$ cat config.mk
export PLATFORM = sky130hd
export DESIGN_NAME = pipe_stage_skid
export DESIGN_NICKNAME = d
export VERILOG_FILES = /design/src/rtl/pipe_stage_skid_pkg.sv /design/src/rtl/pipe_slot.sv /design/src/rtl/pipe_stage_skid.sv
export SDC_FILE = /design/constraint.sdc
export NUM_CORES = 1
export LEC_CHECK = 0
export CAP_MARGIN = 20
export CORE_ASPECT_RATIO = 0.8
export CORE_UTILIZATION = 50
export CTS_CLUSTER_SIZE = 12
export DETAILED_ROUTE_END_ITERATION = 8
export HOLD_SLACK_MARGIN = 0.15
export PLACE_DENSITY = 0.77
export SLEW_MARGIN = 20
export SYNTH_ARGS = -nofsm -noshare
export SYNTH_HDL_FRONTEND = slang
export SYNTH_HIERARCHICAL = 1
export SYNTH_SLANG_ARGS = --single-unit
$ cat constraint.sdc
create_clock -name clk -period 2.4 [get_ports clk]
set_clock_uncertainty 0.2 [all_clocks]
set_input_delay 0.36 -clock clk [delete_from_list [all_inputs] [get_ports clk]]
set_output_delay 0.36 -clock clk [all_outputs]
set_load 0.01 [all_outputs]
$ cat src/rtl/pipe_stage_skid_pkg.sv
// rtl/pipe_stage_skid_pkg.sv - shared state encoding for the elastic skid stage
package pipe_stage_skid_pkg;

  typedef enum logic [1:0] {
    PSK_EMPTY = 2'd0,
    PSK_ONE   = 2'd1,
    PSK_FULL  = 2'd2
  } psk_state_t;

endpackage

$ cat src/rtl/pipe_slot.sv
// rtl/pipe_slot.sv - one valid+ctrl+data holding register of the skid stage
module pipe_slot #(
  parameter int DATA_W     = 64,
  parameter int CTRL_W     = 8,
  parameter int CLEAR_DATA = 0
) (
  input  logic              clk,
  input  logic              rst,
  input  logic              clear,
  input  logic              drop,
  input  logic              load,
  input  logic [DATA_W-1:0] in_data,
  input  logic [CTRL_W-1:0] in_ctrl,
  output logic              valid,
  output logic [DATA_W-1:0] data,
  output logic [CTRL_W-1:0] ctrl
);

  // clear is the flush path; drop only retires the entry, so data lingers
  always_ff @(posedge clk) begin
    if (rst) begin
      valid <= 1'b0;
      ctrl  <= '0;
      data  <= '0;
    end else if (clear) begin
      valid <= 1'b0;
      ctrl  <= '0;
      if (CLEAR_DATA != 0) data <= '0;
    end else if (load) begin
      valid <= 1'b1;
      ctrl  <= in_ctrl;
      data  <= in_data;
    end else if (drop) begin
      valid <= 1'b0;
      ctrl  <= '0;
    end
  end

endmodule

$ cat src/rtl/pipe_stage_skid.sv
// rtl/pipe_stage_skid.sv - elastic pipeline stage with two-entry skid buffer and registered in_ready
module pipe_stage_skid
  import pipe_stage_skid_pkg::*;
#(
  parameter int DATA_W     = 64,
  parameter int CTRL_W     = 8,
  parameter int CLEAR_DATA = 0,
  parameter int CNT_W      = 16
) (
  input  logic              clk,
  input  logic              rst,
  input  logic              flush,
  input  logic              in_valid,
  output logic              in_ready,
  input  logic [DATA_W-1:0] in_data,
  input  logic [CTRL_W-1:0] in_ctrl,
  output logic              out_valid,
  input  logic              out_ready,
  output logic [DATA_W-1:0] out_data,
  output logic [CTRL_W-1:0] out_ctrl,
  output logic [1:0]        occupancy,
  output logic [CNT_W-1:0]  stall_cnt
);

  psk_state_t state, next_state;

  logic              in_xfer, out_xfer;
  logic              main_load, main_from_skid, main_drop;
  logic              skid_load, skid_drop;
  logic              main_valid, skid_valid;
  logic [DATA_W-1:0] main_data, skid_data, main_in_data;
  logic [CTRL_W-1:0] main_ctrl, skid_ctrl, main_in_ctrl;
  logic              in_ready_q;

  assign in_xfer  = in_valid && in_ready_q;
  assign out_xfer = main_valid && out_ready;

  always_comb begin
    next_state     = state;
    main_load      = 1'b0;
    main_from_skid = 1'b0;
    main_drop      = 1'b0;
    skid_load      = 1'b0;
    skid_drop      = 1'b0;
    case (state)
      PSK_EMPTY: begin
        if (in_xfer) begin
          next_state = PSK_ONE;
          main_load  = 1'b1;
        end
      end
      PSK_ONE: begin
        if (in_xfer && out_xfer) begin
          main_load = 1'b1;
        end else if (out_xfer) begin
          next_state = PSK_EMPTY;
          main_drop  = 1'b1;
        end else if (in_xfer) begin
          next_state = PSK_FULL;
          skid_load  = 1'b1;
        end
      end
      PSK_FULL: begin
        if (out_xfer) begin
          next_state     = PSK_ONE;
          main_load      = 1'b1;
          main_from_skid = 1'b1;
          skid_drop      = 1'b1;
        end
      end
      default: next_state = PSK_EMPTY;
    endcase
    // an output beat in the flush cycle has already been sampled downstream
    if (flush) next_state = PSK_EMPTY;
  end

  always_ff @(posedge clk) begin
    if (rst) begin
      state      <= PSK_EMPTY;
      in_ready_q <= 1'b1;
    end else begin
      state      <= next_state;
      in_ready_q <= (next_state != PSK_FULL);
    end
  end

  always_ff @(posedge clk) begin
    if (rst) begin
      stall_cnt <= '0;
    end else if (main_valid && !out_ready && (stall_cnt != {CNT_W{1'b1}})) begin
      stall_cnt <= stall_cnt + CNT_W'(1);
    end
  end

  assign main_in_data = main_from_skid ? skid_data : in_data;
  assign main_in_ctrl = main_from_skid ? skid_ctrl : in_ctrl;

  pipe_slot #(
    .DATA_W    (DATA_W),
    .CTRL_W    (CTRL_W),
    .CLEAR_DATA(CLEAR_DATA)
  ) u_main (
    .clk    (clk),
    .rst    (rst),
    .clear  (flush),
    .drop   (main_drop),
    .load   (main_load),
    .in_data(main_in_data),
    .in_ctrl(main_in_ctrl),
    .valid  (main_valid),
    .data   (main_data),
    .ctrl   (main_ctrl)
  );

  pipe_slot #(
    .DATA_W    (DATA_W),
    .CTRL_W    (CTRL_W),
    .CLEAR_DATA(CLEAR_DATA)
  ) u_skid (
    .clk    (clk),
    .rst    (rst),
    .clear  (flush),
    .drop   (skid_drop),
    .load   (skid_load),
    .in_data(in_data),
    .in_ctrl(in_ctrl),
    .valid  (skid_valid),
    .data   (skid_data),
    .ctrl   (skid_ctrl)
  );

  assign in_ready  = in_ready_q;
  assign out_valid = main_valid;
  assign out_data  = main_data;
  assign out_ctrl  = main_ctrl & {CTRL_W{main_valid}};
  assign occupancy = {1'b0, main_valid} + {1'b0, skid_valid};

endmodule

==> out/metrics.cfg <==
[min_path]
min_to=u_skid/data[32]
hold_depth=2
hp-class=reg2reg
hold_path.startpoint=u_skid/data[32]

[synthesis]
ys_types=43
ys_warn_count=6
synth_adder_area_share_pct=0.350
ys_seq_area_share_pct=46.2
ys_ff_latch=165
synth_nets=932
synth-edff-count=0
synth.cell_area_um2=7140
synth.mux.area_fraction_pct=11.8
netlist_instances=853
synth_simple_gate_area_share_pct=22.7
synth_xor_area_share_pct=0
ys.flop_type=dfxtp_1
synth-async-reset-ratio_pct=0
avgSynthCellArea_um2=8.38
synth_compound_area_share_pct=12.6
synth_top_family_by_area=simple AND/OR/NAND/NOR gates

[sta]
hold_viol=0
finalSetupViolCount=0
fmax_mhz=448
holdWs_ns=0.250
fin_crit_sh_pct=92.9
fin_crit_ns=2.23
slew-limit-headroom_pct=66.3
worst_slew_pin_slew_ns=0.492
slew_violations=0
tns_ns=0
rsz0062_at_grt=no

[place]
dpl.cell_count=1164
placed_cell_area_um2=8920
gp_congestion=0.802
portBuffers=168
dpl.hpwl_um=11600

[grt]
grt_pass1_vias=5865
antenna_found_initial=1
grt-ovfl-total=0
grt_usage_pct=24.6
grt_max_degree=80
grt_pass1_wl_um=28500

[critical_path]
worst-setup-path-type=reg2out
path_max_fanout=9
arrival_ns=1.67
reg2reg_depth=7
rr_endpoint=u_skid/data[22]
cp-start-kind=register
required_ns=1.84
r2r_slack_ns=0.38
endpoint_kind=output port
r2r-start=state[1]

[die]
die_h_um=109
io_pins=169
start_util_pct=52.0
die_area_um2=14800
num_rows=38
dieWidth_um=136
core-area_um2=13700

[route]
drc=0
drt_iter0_drc=366
wl_per_cell_um=14.8
first_pass_iters=5
drt_wl_total_um=17700
routed_via_density=5.25
ant_nets=0
via_count=6279

[clocking]
cts_sinks=165
clock_latency_ns=0.42
cts_root_buf=clkbuf_16
clk_path_buf_depth=2
clk_pin_slew_worst_paths_ns=0.06
numCtsBuffers=17
cts_max_level=4
cts_tree=yes

[cells_and_area]
nFillCells=1132
layout_common_cells=nand2_1, clkdlybuf4s50_1, dfxtp_1
nNetsFinal=1083
utilization_pct=69.3
final_common_cell=nand2_1
area_growth_pct=33.4
drive_gt1_share_pct=14.1
final_area_um2=9530
fin_cells=1197

[pwr]
ir_worst_vdd_mv=0.587
swShare_pct=22.4
pwr-share-clk_pct=43.8
p_int_mw=4.82
switchingPower_mw=1.39
p_seq_share_pct=46.0
leakagePower_nw=3.37
power_frac_comb_pct=10.2
cellPowerDensity_nw_per_um2=652

[job]
cap_violations=0

[outcome]
status=completed

-- Yosys cell counts, drive strengths merged (2+ instances only) --
cell / number / area share [%]
and2b: 3 / 0.32
clkbuf: 22 / 1.2
nor3b: 16 / 1.7
and4: 4 / 0.51
nand2: 265 / 14
and4b: 2 / 0.28
dfxtp: 165 / 46
nor2: 26 / 1.4
inv: 6 / 0.32
buf: 40 / 4.8
mux2: 74 / 12
nand4: 5 / 0.53
o21ai: 8 / 0.56
or4: 3 / 0.32
ha: 2 / 0.35
nand2b: 6 / 0.53
nor4: 2 / 0.26
o31ai: 2 / 0.21
nand3: 7 / 0.56
nor3: 4 / 0.28
a21oi: 160 / 11
or2: 3 / 0.26
and2: 11 / 0.96
or3: 8 / 0.72
-- registers in the layout, summed over array words and instances (netlist names) --
register	count
u_main/data	64
u_skid/data	64
stall_cnt	16
u_main/ctrl	8
u_skid/ctrl	8
state	2
in_ready	1
u_main/valid	1
u_skid/valid	1
-- through the flow --
step / power (mW) / worst slack [ns]
after global placement: 3.54 / 0.0276
after CTS: 6.29 / 0.0579
final: 6.22 / 0.170
after detailed placement: 3.55 / -0.0690
after global routing: 6.49 / 0.0870
after floorplan: 3.23 / 0.332
-- per-layer routing --
metal	wire length (um)	global-route usage (%)	part of all wire, %
met1	8290	33.1	47
met2	7870	37.2	44
met3	1340	7.62	7.6
met4	210	8.35	1.2
met5	0	0	0
-- cells by family (layout without fill, tap and decap cells) --
group           Yosys count  after routing
buf+inv                  68            231
mux                      75             75
other cells               0              1
fa+ha+maj                 2              2
compound gates          176            176
flops                   165            165
simple gates            367            367
-- worst max-delay path, stage by stage, from the launching register on --
cell             delay (ns)
dfxtp_2                0.40
buf_4                  0.18
and2_1                 0.14
clkdlybuf4s50_1        0.54
-- power groups by stage --
stage                     logic, mW  registers [mW]  clock network (mW)
final                         0.633            2.86                2.72
after global routing          0.690            2.87                2.93
after CTS                     0.635            2.86                2.79
after detailed placement      0.629            2.92                   0
after global placement        0.625            2.92                   0
after floorplan               0.290            2.94                   0
-- final cells by class --
type / instances / area (um^2) / share of cell area (%)
multi-input cells: 620 / 3400 / 35.7
diodes: 1 / 2.50 / 0.0263
inverters: 6 / 22.5 / 0.236
clock inverters: 8 / 96.3 / 1.01
flip-flops and latches: 165 / 3300 / 34.7
repair buffers: 194 / 1980 / 20.7
well taps: 180 / 225 / 2.36
clock buffers: 23 / 498 / 5.23
-- how the worst max path moves through the flow --
stage,to,depth (start not counted),from
final,out_ctrl[5],3,u_main/valid
after global routing,out_ctrl[3],3,u_main/valid
after CTS,out_ctrl[1],3,u_main/valid
after floorplan,u_main/data[0],11,u_main/valid
after global placement,u_main/data[32],9,out_ready
after detailed placement,u_skid/data[35],8,in_valid
-- timing repair --
item / in CTS / in global routing
gates resized for setup: 0 / 1
hold buffers: 1 / 0
endpoints found under the hold margin: 13 / 0
setup endpoints to repair: 0 / 6
setup buffers: 0 / 0
Note: power is estimated with default switching activity, not from simulation.
